$ cat config.mk
export PLATFORM = sky130hd
export DESIGN_NAME = scene_ctrl
export DESIGN_NICKNAME = d
export VERILOG_FILES = /design/src/rtl/scene_ctrl_pkg.sv /design/src/rtl/scene_fade.sv /design/src/rtl/scene_ctrl.sv
export SDC_FILE = /design/constraint.sdc
export NUM_CORES = 1
export LEC_CHECK = 0
export CAP_MARGIN = 15
export CELL_PAD_IN_SITES_DETAIL_PLACEMENT = 1
export CELL_PAD_IN_SITES_GLOBAL_PLACEMENT = 2
export CORE_MARGIN = 2
export CORE_UTILIZATION = 35
export DETAILED_ROUTE_END_ITERATION = 16
export MAX_ROUTING_LAYER = met4
export PLACE_DENSITY = 0.89
export SKIP_CTS_REPAIR_TIMING = 1
export SLEW_MARGIN = 15
export SYNTH_ARGS = -nofsm -noshare
export SYNTH_HDL_FRONTEND = slang
export SYNTH_SLANG_ARGS = --single-unit
export TNS_END_PERCENT = 50
$ cat constraint.sdc
create_clock -name i_clk_pix -period 13.8 [get_ports i_clk_pix]
set_clock_uncertainty 0.05 [all_clocks]
set_input_delay 2.76 -clock i_clk_pix [delete_from_list [all_inputs] [get_ports i_clk_pix]]
set_output_delay 2.76 -clock i_clk_pix [all_outputs]
set_load 0.005 [all_outputs]
$ cat src/rtl/scene_ctrl_pkg.sv
// Shared game definitions: scene encoding and fade defaults used by the scene controller.
package scene_ctrl_pkg;

  typedef enum logic [2:0] {
    SceneMenu    = 3'd0,
    SceneFadeOut = 3'd1,
    SceneLoad    = 3'd2,
    SceneFadeIn  = 3'd3,
    ScenePlay    = 3'd4
  } scene_t;

  localparam int unsigned FadeFramesDefault = 16;

  // Main stage is held in reset only while the menu owns the screen.
  function automatic logic main_released(input scene_t s);
    return (s != SceneMenu) && (s != SceneFadeOut);
  endfunction

endpackage

$ cat src/rtl/scene_fade.sv
// Per-channel brightness scaling: (chan * level) >> ShiftW, registered once.
module scene_fade #(
  parameter int unsigned ShiftW = 4
) (
  input  logic            i_clk_pix,
  input  logic            i_rst_n,
  input  logic [23:0]     rgb,
  input  logic [ShiftW:0] level,
  output logic [7:0]      red,
  output logic [7:0]      green,
  output logic [7:0]      blue
);

  localparam int unsigned ProdW = 8 + ShiftW + 1;

  logic [7:0] red_d, green_d, blue_d;
  logic [7:0] red_q, green_q, blue_q;

  function automatic logic [7:0] scale(input logic [7:0] chan, input logic [ShiftW:0] lvl);
    logic [ProdW-1:0] prod;
    prod = ProdW'(chan) * ProdW'(lvl);
    return 8'(prod >> ShiftW);
  endfunction

  always_comb begin
    red_d   = scale(rgb[23:16], level);
    green_d = scale(rgb[15:8], level);
    blue_d  = scale(rgb[7:0], level);
  end

  always_ff @(posedge i_clk_pix) begin
    if (!i_rst_n) begin
      red_q   <= 8'h00;
      green_q <= 8'h00;
      blue_q  <= 8'h00;
    end else begin
      red_q   <= red_d;
      green_q <= green_d;
      blue_q  <= blue_d;
    end
  end

  assign red   = red_q;
  assign green = green_q;
  assign blue  = blue_q;

endmodule

$ cat src/rtl/scene_ctrl.sv
// Menu -> main stage hand-over: frame-locked fade out, main-stage load, fade in, play.
module scene_ctrl
  import scene_ctrl_pkg::*;
#(
  parameter int unsigned FADE_FRAMES = FadeFramesDefault
) (
  input  logic        i_clk_pix,
  input  logic        i_rst_n,
  input  logic        i_frame,
  input  logic        i_menu_start,
  input  logic [23:0] i_menu_rgb,
  input  logic        i_main_loaded,
  input  logic [23:0] i_main_rgb,
  output logic        o_main_rst_n,
  output logic        o_main_ready,
  output logic [2:0]  o_scene,
  output logic [7:0]  o_red,
  output logic [7:0]  o_green,
  output logic [7:0]  o_blue
);

  localparam int unsigned CntW = $clog2(FADE_FRAMES);
  localparam logic [CntW-1:0] CntMax = CntW'(FADE_FRAMES - 1);
  localparam logic [CntW:0] FullLevel = (CntW + 1)'(FADE_FRAMES);

  scene_t          state_q, state_d;
  logic [CntW-1:0] cnt_q, cnt_d;
  logic            ready_q, ready_d;
  logic            main_rst_n_q;
  logic [23:0]     src_rgb;
  logic [CntW:0]   level;

  // Counter and state move only on frame boundaries, except the two hand-shake exits.
  always_comb begin
    state_d = state_q;
    cnt_d   = cnt_q;
    ready_d = ready_q;
    unique case (state_q)
      SceneMenu: begin
        if (i_menu_start) begin
          state_d = SceneFadeOut;
          cnt_d   = '0;
        end
      end
      SceneFadeOut: begin
        if (i_frame) begin
          if (cnt_q == CntMax) begin
            state_d = SceneLoad;
            cnt_d   = '0;
          end else begin
            cnt_d = cnt_q + CntW'(1);
          end
        end
      end
      SceneLoad: begin
        if (i_main_loaded) begin
          state_d = SceneFadeIn;
          cnt_d   = CntMax;
          ready_d = 1'b1;
        end
      end
      SceneFadeIn: begin
        if (i_frame) begin
          if (cnt_q == '0) begin
            state_d = ScenePlay;
          end else begin
            cnt_d = cnt_q - CntW'(1);
          end
        end
      end
      ScenePlay: begin
      end
      default: begin
        state_d = SceneMenu;
        cnt_d   = '0;
      end
    endcase
  end

  always_ff @(posedge i_clk_pix) begin
    if (!i_rst_n) begin
      state_q      <= SceneMenu;
      cnt_q        <= '0;
      ready_q      <= 1'b0;
      main_rst_n_q <= 1'b0;
    end else begin
      state_q      <= state_d;
      cnt_q        <= cnt_d;
      ready_q      <= ready_d;
      main_rst_n_q <= main_released(state_d);
    end
  end

  always_comb begin
    src_rgb = i_menu_rgb;
    level   = FullLevel;
    unique case (state_q)
      SceneMenu: begin
      end
      SceneFadeOut: begin
        level = FullLevel - {1'b0, cnt_q};
      end
      SceneLoad: begin
        src_rgb = 24'h000000;
      end
      SceneFadeIn: begin
        src_rgb = i_main_rgb;
        level   = FullLevel - {1'b0, cnt_q};
      end
      ScenePlay: begin
        src_rgb = i_main_rgb;
      end
      default: begin
        src_rgb = 24'h000000;
      end
    endcase
  end

  scene_fade #(
    .ShiftW (CntW)
  ) u_fade (
    .i_clk_pix (i_clk_pix),
    .i_rst_n   (i_rst_n),
    .rgb       (src_rgb),
    .level     (level),
    .red       (o_red),
    .green     (o_green),
    .blue      (o_blue)
  );

  assign o_scene      = state_q;
  assign o_main_ready = ready_q;
  assign o_main_rst_n = main_rst_n_q;

endmodule

==> impl_metrics.yaml, run 1 <==
finish:
  stdcell_count: 850
  seqCellArea_um2: 661
  multi_input_area_mm2: 0.00389
  mostFrequentLayoutCells: "nor2_1, clkdlybuf4s50_1, inv_1"
  n_antenna_cell: 0
  drive_gt1_share_pct: 5.67
  final_common_cell: "nor2_1"
  final.fill_count: 1678
  syn_to_final_growth_pct: 22.0
  final_util_pct: 43.7
  nets: 826
worst_hold_path:
  min_path_cells: 1
  worstHoldStart: "o_main_ready"
  min_to: "o_main_ready"
  hold_path_class: "flip-flop to flip-flop"
status:
  status: "complete, no violations"
floorplanning:
  die_w_um: 123
  io_pins: 82
  floorplan.initialDensity_pct: 35.8
  die-area_mm2: 0.0152
  rows: 43
  fp.coreArea_mm2: 0.0139
  die_h_um: 123
power_and_ir_drop:
  seq_power_share_pct: 33.2
  pwr-share-clk_pct: 35.7
  vdd_ir_drop_max_mv: 0.0358
  swShare_pct: 30.3
  pwr-share-comb_pct: 31.1
  total_power_uw: 311
  p_leak_uw: 0.00279
  p_per_area_mw_per_mm2: 51.4
  intPower_uw: 217
  power.switching_uw: 94.4
global_route:
  use_met1_pct: 25.5
  antenna_found_initial: 0
  top_usage_layer: "met2"
  grt_use_met3_pct: 2.86
  grt_pass1_wl_um: 24400
  grt_max_degree: 30
  grt_pass1_vias: 4915
  grt_overflow: 0
  grt_use_total_pct: 21.3
  grt_util_met2_pct: 37.7
worst_setup_path:
  crit_chain: "clkdlybuf4s50_1 > and4b_1 > a211oi_2 > nand2b_1 > fa_1 > fa_1 > fa_1 > inv_1 > ha_1 > a2111oi_0 > o31ai_2 > a41o_2 > a21oi_2 > mux2_1"
  crit_family: "compound AO/OA/AOI/OAI gates"
  worstReg2RegStart: "o_scene[2]"
  critPathArrivalTime_ns: 7.71
  path_common_cell: "fa_1"
  path_buf_inv: 2
  rr_worst_depth: 14
  r2r_setup_slack_ns: 7.45
  r2r-end: "u_fade.green[6]"
  cp_slowest_cell: "a2111oi_0"
  criticalPathCategory: "primary input to flip-flop"
  max_stage_delay_ns: 0.69
  worst_setup_path_end_kind: "flip-flop"
  worst-endpoint-required_ns: 13.92
  crit_fanout: 7
  critPathLaunchType: "primary input"
clock_network:
  h-tree-depth: 2
  cts_tree: "yes"
  clkSinkCount: 33
  clkLatencyLatePin_ns: 0.29
  cts.clk_slew.worst_paths_ns: 0.05
  clockBufferDepth: 2
  clockRootBuffer: "clkbuf_16"
  numCtsBuffers: 5
route:
  vias_per_cell: 5.28
  firstDrtPassIters: 4
  routed-via-count: 4490
  totalWireLength_um: 14800
  avgRoutedWirePerCell_um: 17.4
  drc: 0
  first_iter_violations: 189
  ant_nets: 0
timing:
  tightest_slew_ns: 1.08
  fin_tns_setup_ns: 0
  setup_viol: 0
  whs_ns: 0.420
  slew_viol_final: 0
  relSlewSlack_pct: 28.2
  period_share_pct: 55.0
  period_minus_slack_ns: 7.59
  max_freq_mhz: 132
  hold_violations: 0
  grt_setup_unrepaired: "false"
synth:
  synth_seq_cells: 33
  synth_flop_cell: "dfxtp_1"
  yosysUniqueCellTypes: 67
  seq_area_frac_synth_pct: 13.3
  yosysWarnings: 0
  async_reset_ff_share_pct: 0
  synth_edf_count: 0
  syn_inst: 602
  syn_area_mm2: 0.00497
  syn_avg_cell_area_um2: 8.25
  syn-num-nets: 759
placement:
  place_congestion: 0.839
  placed_cells_incl_taps: 842
  hpwl_um: 11900
  io_buffers: 81
job:
  maxCapViolations: 0
## worst reg2reg max path: cells and delay by family, from the launching register on
family                     cells  cell delay [ns]
and+or+nand+nor                3             1.34
adders and majority gates      4             1.84
muxes                          1             0.32
buffers and inverters          1             0.05
AOI/OAI and AO/OA              5             1.70
DFF                            1             0.94
## power by group through the flow
stage | sequential (uW) | clock [uW] | combinational, uW
2_1_floorplan | 106 | 0 | 52.4
3_3_place_gp | 105 | 0 | 93.4
3_5_place_dp | 105 | 0 | 96.4
4_1_cts | 103 | 117 | 97.6
5_1_grt | 104 | 119 | 108
6_report | 103 | 111 | 96.8
## layout make-up
cell class                      instances  area share, %
Clock buffer                            8           2.25
Sequential cell                        33           10.9
Tap cell                              180           3.72
Timing Repair Buffer                   86           14.0
Inverter                               80           4.96
Multi-Input combinational cell        463           64.2
## stage by stage
stage	setup slack, ns	instance area, um^2
final	6.21	6060
after global placement	6.28	5920
after floorplan	7.05	4970
after detailed placement	6.03	5920
after CTS	6.33	6060
after global routing	6.16	6060
## logic make-up after synthesis
kind of cell	Yosys count	synth area share, %
buf+inv	106	8.46
simple gates	232	24.2
compound gates	98	15.3
flops	33	13.3
mux	5	1.06
xor+xnor	24	4.23
fa+ha+maj	104	33.5
## sequential cells by signal, indices dropped and copies added (netlist names)
register      count
u_fade.red        8
o_main_ready      1
u_fade.green      8
u_fade.blue       8
o_main_rst_n      1
o_scene           3
cnt_q             4
## synthesized netlist by cell type (11+ instances only)
master	instances	area share, %
fa_1	48	19
nor2_1	92	7.0
xor2_1	11	1.9
ha_1	56	14
nand2_1	36	2.7
clkbuf_1	16	1.2
a21oi_1	15	1.5
nand2b_1	25	3.1
inv_1	80	6.0
xnor2_1	13	2.3
a22oi_1	16	2.4
dfxtp_1	33	13
nand3_1	11	1.1
## layer usage
layer / wire length (um) / vias up
met5: 0 / -
met4: 195 / 0
met1: 6360 / 2240
li1: - / 2150
met2: 7710 / 85
met3: 546 / 15
## worst max path at each step
stage | from | end | slack, ns | cells after the start
3_3_place_gp | i_main_rgb[9] | u_fade.green[6] | 6.28 | 14
6_report | i_main_rgb[9] | u_fade.green[6] | 6.21 | 14
2_1_floorplan | i_main_rgb[9] | u_fade.green[6] | 7.05 | 13
5_1_grt | i_main_rgb[9] | u_fade.green[6] | 6.16 | 14
3_5_place_dp | i_main_rgb[9] | u_fade.green[6] | 6.03 | 14
4_1_cts | i_main_rgb[9] | u_fade.green[6] | 6.33 | 14
(Power assumes the default switching activity.)
==> run 2: changes to the inputs <==
Settings changed: CORE_UTILIZATION 35 to 30, PLACE_DENSITY 0.89 to 0.81.
Clock period 13.8 ns to 6.82 ns, I/O delays scaled along.
==> run 2 against run 1 <==
Compared with the run above:
- die area up 16%
- flip-flop and latch count is the same
- final area up 1.8%
- power up 110%
- sequential power up 100%
- highest routed layer unchanged
- combinational power increased by 100%
- global-route usage down 2.7 points
- cell count up 5.4%
- first-iteration DRC count increased by 4.2%
- critical path depth is the same
- via count fell by 0.31%
- largest power group unchanged
==> impl_metrics.yaml, run 2 (same netlist as run 1, synthesis figures left out) <==
finish:
  final_util_pct: 37.6
  mostFrequentLayoutCells: "nor2_1, clkdlybuf4s50_1, inv_1"
  syn_to_final_growth_pct: 24.2
  n_antenna_cell: 0
  nets: 833
  drive_gt1_share_pct: 6.80
  final_common_cell: "nor2_1"
floorplanning:
  die_w_um: 133
  die_h_um: 133
  io_pins: 82
  fp.coreArea_mm2: 0.0164
  rows: 47
  die-area_mm2: 0.0176
  floorplan.initialDensity_pct: 30.3
power_and_ir_drop:
  vdd_ir_drop_max_mv: 0.0786
  p_leak_uw: 0.00282
  p_per_area_mw_per_mm2: 104
route:
  ant_nets: 0
  vias_per_cell: 5.00
  first_iter_violations: 197
  avgRoutedWirePerCell_um: 17.1
  drc: 0
  firstDrtPassIters: 4
  routed-via-count: 4476
  totalWireLength_um: 15300
placement:
  hpwl_um: 12400
  place_congestion: 0.859
  io_buffers: 81
worst_setup_path:
  rr_worst_depth: 15
  crit_fanout: 6
  critPathLaunchType: "primary input"
  criticalPathCategory: "primary input to flip-flop"
  worst_setup_path_end_kind: "flip-flop"
  critPathArrivalTime_ns: 6.05
  worst-endpoint-required_ns: 6.94
clock_network:
  clkSinkCount: 33
  clkLatencyLatePin_ns: 0.29
  clockBufferDepth: 2
  cts_tree: "yes"
  h-tree-depth: 2
  cts.clk_slew.worst_paths_ns: 0.06
  clockRootBuffer: "clkbuf_16"
  numCtsBuffers: 5
worst_hold_path:
  hold_path_class: "flip-flop to flip-flop"
  min_path_cells: 1
global_route:
  grt_pass1_vias: 4959
  grt_max_degree: 33
  antenna_found_initial: 0
  grt_use_total_pct: 18.7
  grt_pass1_wl_um: 25300
  grt_overflow: 0
timing:
  relSlewSlack_pct: 50.8
  grt_setup_unrepaired: "false"
  tightest_slew_ns: 0.737
  fin_tns_setup_ns: 0
  slew_viol_final: 0
  hold_violations: 0
  setup_viol: 0
  period_share_pct: 87.0
  max_freq_mhz: 169
  period_minus_slack_ns: 5.93
status:
  status: "complete, no violations"
job:
  maxCapViolations: 0
==> run 2: cell types whose count changed in the layout (fill, tap and decap cells not counted), sizes merged <==
cell	change
buf	+7
clkbuf	-1
==> run 2: report_power, final <==
group | internal [uW] | switching (uW) | leakage, uW | total [uW]
sequential | 205 | 4.47 | 0.000273 | 209
clock | 144 | 93.0 | 0.0000700 | 237
combinational | 99.0 | 96.6 | 0.00248 | 196
total | 448 | 194 | 0.00282 | 642
==> run 2: final cells by class <==
type                            count  area, um^2
Clock buffer                        7         143
Multi-Input combinational cell    463        3890
Fill cell                        1930       10200
Inverter                           80         300
Sequential cell                    33         661
Tap cell                          220         275
Timing Repair Buffer               93         901
==> run 2: stage by stage <==
step                      cells  area, um^2  power [uW]  hold WS (ns)  worst slack [ns]
final                       896        6170         642         0.425             0.888
after global routing        896        6170         684         0.458             0.700
after CTS                   896        6170         655         0.427             0.930
after detailed placement    889        6030         409         0.411             0.629
after global placement      889        6030         404         0.404             0.790
after floorplan             602        4970         320         0.414              1.47
==> run 2: worst paths after layout <==
check               endpoint           from  slack, ns
max reg2reg  u_fade.green[6]     o_scene[2]       1.03
min             o_main_ready   o_main_ready       0.42
max          u_fade.green[6]  i_main_rgb[8]       0.89
min reg2reg     o_main_ready   o_main_ready       0.42
==> run 2: worst max-delay path, cell delays in order <==
cell and delay, ns:
clkdlybuf4s50_1 0.43, and4b_1 0.21, a211oi_2 0.51, nand2b_1 0.21, fa_1 0.45, fa_1 0.52
fa_1 0.54, inv_1 0.05, ha_1 0.23, a2111oi_0 0.50, o31ai_2 0.19, a41o_2 0.35
a21oi_2 0.15, mux2_1 0.34
==> run 2: layer usage <==
layer	GRT usage (%)	up-vias	routed length (um)
li1	-	2161	-
met1	22.5	2199	6890
met2	32.4	96	7520
met3	2.64	20	608
met4	5.68	0	326
met5	-	-	0
==> run 3: changes to the inputs <==
Settings changed: MAX_ROUTING_LAYER met4 to unset.
==> run 3 against run 2 <==
Compared with the run above:
- fmax up 0.38%
- non-clock buffer count unchanged
- worst hold slack about the same
- wire length down 0.27%
- sequential power about the same
- combinational power about the same
- clock-buffer cell count unchanged
- register-to-register slack about the same
- flip-flop and latch count unchanged
- sequential share of layout area unchanged
- power about the same
- via count up 0.16%
- critical path type unchanged
==> impl_metrics.yaml, run 3 (same netlist as run 1, synthesis figures left out) <==
status:
  status: "complete, no violations"
placement:
  placed_cell_area_mm2: 0.00603
  place_congestion: 0.845
  post-place-ws_ns: 0.629
  io_buffers: 81
  hpwl_um: 12400
route:
  drc: 0
  vias_per_cell: 5.00
  ant_nets: 0
  first_iter_violations: 203
  totalWireLength_um: 15300
  avgRoutedWirePerCell_um: 17.1
  firstDrtPassIters: 4
  routed-via-count: 4483
global_route:
  antenna_found_initial: 0
  grt_use_total_pct: 18.1
  grt_pass1_wl_um: 25300
  top_usage_layer: "met2"
  grt_pass1_vias: 4959
  use_met1_pct: 22.4
  grt_overflow: 0
  grt_util_met2_pct: 32.3
  grt_max_degree: 33
  grt_use_met3_pct: 2.84
clock_network:
  clockRootBuffer: "clkbuf_16"
  clkLatencyLatePin_ns: 0.29
  cts_tree: "yes"
  clockBufferDepth: 2
  cts.clk_slew.worst_paths_ns: 0.06
  clkSinkCount: 33
  numCtsBuffers: 5
  h-tree-depth: 2
finish:
  multi_input_area_mm2: 0.00389
  final_common_cell: "nor2_1"
  nets: 833
  mostFrequentLayoutCells: "nor2_1, clkdlybuf4s50_1, inv_1"
  n_antenna_cell: 0
  syn_to_final_growth_pct: 24.2
  design_area_mm2: 0.00617
  final.fill_count: 1930
  seqCellArea_um2: 661
  drive_gt1_share_pct: 6.80
worst_setup_path:
  cp-startpoint: "i_main_rgb[8]"
  r2r_setup_slack_ns: 1.03
  rr_worst_depth: 15
  worst_setup_path_end_kind: "flip-flop"
  worst-endpoint-required_ns: 6.94
  criticalPathCategory: "primary input to flip-flop"
  crit_fanout: 6
  critPathArrivalTime_ns: 6.03
  worstReg2RegStart: "o_scene[2]"
  critPathLaunchType: "primary input"
power_and_ir_drop:
  vdd_ir_drop_max_mv: 0.0788
  total_power_uw: 641
  p_leak_uw: 0.00282
  p_per_area_mw_per_mm2: 104
worst_hold_path:
  worstHoldStart: "o_main_ready"
  hold_path_class: "flip-flop to flip-flop"
  min_path_cells: 1
timing:
  slew_viol_final: 0
  setup_slack_ns: 0.911
  hold_violations: 0
  max_freq_mhz: 169
  tightest_slew_ns: 0.735
  setup_viol: 0
  relSlewSlack_pct: 50.9
  fin_tns_setup_ns: 0
  grt_setup_unrepaired: "false"
  period_minus_slack_ns: 5.91
  whs_ns: 0.425
  period_share_pct: 86.6
floorplanning:
  fp.coreArea_mm2: 0.0164
  die_w_um: 133
  io_pins: 82
  die-area_mm2: 0.0176
  floorplan.initialDensity_pct: 30.3
  rows: 47
  die_h_um: 133
job:
  maxCapViolations: 0
## run 3: cell counts in the layout (fill, tap and decap cells not counted)
No cell type changed its count.
## run 3: report_power, final
part | internal (uW) | switching [uW] | total [uW]
Combinational | 99.0 | 96.5 | 196
Clock | 144 | 93.0 | 237
Sequential | 205 | 4.47 | 209
Total | 448 | 194 | 641
## run 3: cell type report
cell class | instances | share of cell area (%)
inverters | 80 | 4.87
well taps | 220 | 4.46
repair buffers | 93 | 14.6
clock buffers | 7 | 2.31
flip-flops and latches | 33 | 10.7
multi-input cells | 463 | 63.0
## run 3: path summary, 6_finish.rpt
kind                      to
max          u_fade.green[6]
min             o_main_ready
max reg2reg  u_fade.green[6]
min reg2reg     o_main_ready
## run 3: metrics by stage
| step | instances | utilization, % |
|---|---|---|
| finish | 896 | 37.6 |
| global route | 896 | 37.6 |
| CTS | 896 | 37.6 |
| detailed placement | 889 | 36.7 |
| global placement | 889 | 36.7 |
| floorplan | 602 | - |
## run 3: metal layers
layer	part of all wire [%]	vias up
met2	49	94
li1	-	2162
met3	4.1	18
met4	2.0	0
met5	0	-
met1	45	2209
## run 3: critical path, cell delays in order
cell and delay, ns:
clkdlybuf4s50_1 0.43, and4b_1 0.21, a211oi_2 0.49, nand2b_1 0.21, fa_1 0.45, fa_1 0.52
fa_1 0.54, inv_1 0.05, ha_1 0.23, a2111oi_0 0.50, o31ai_2 0.19, a41o_2 0.35
a21oi_2 0.15, mux2_1 0.34
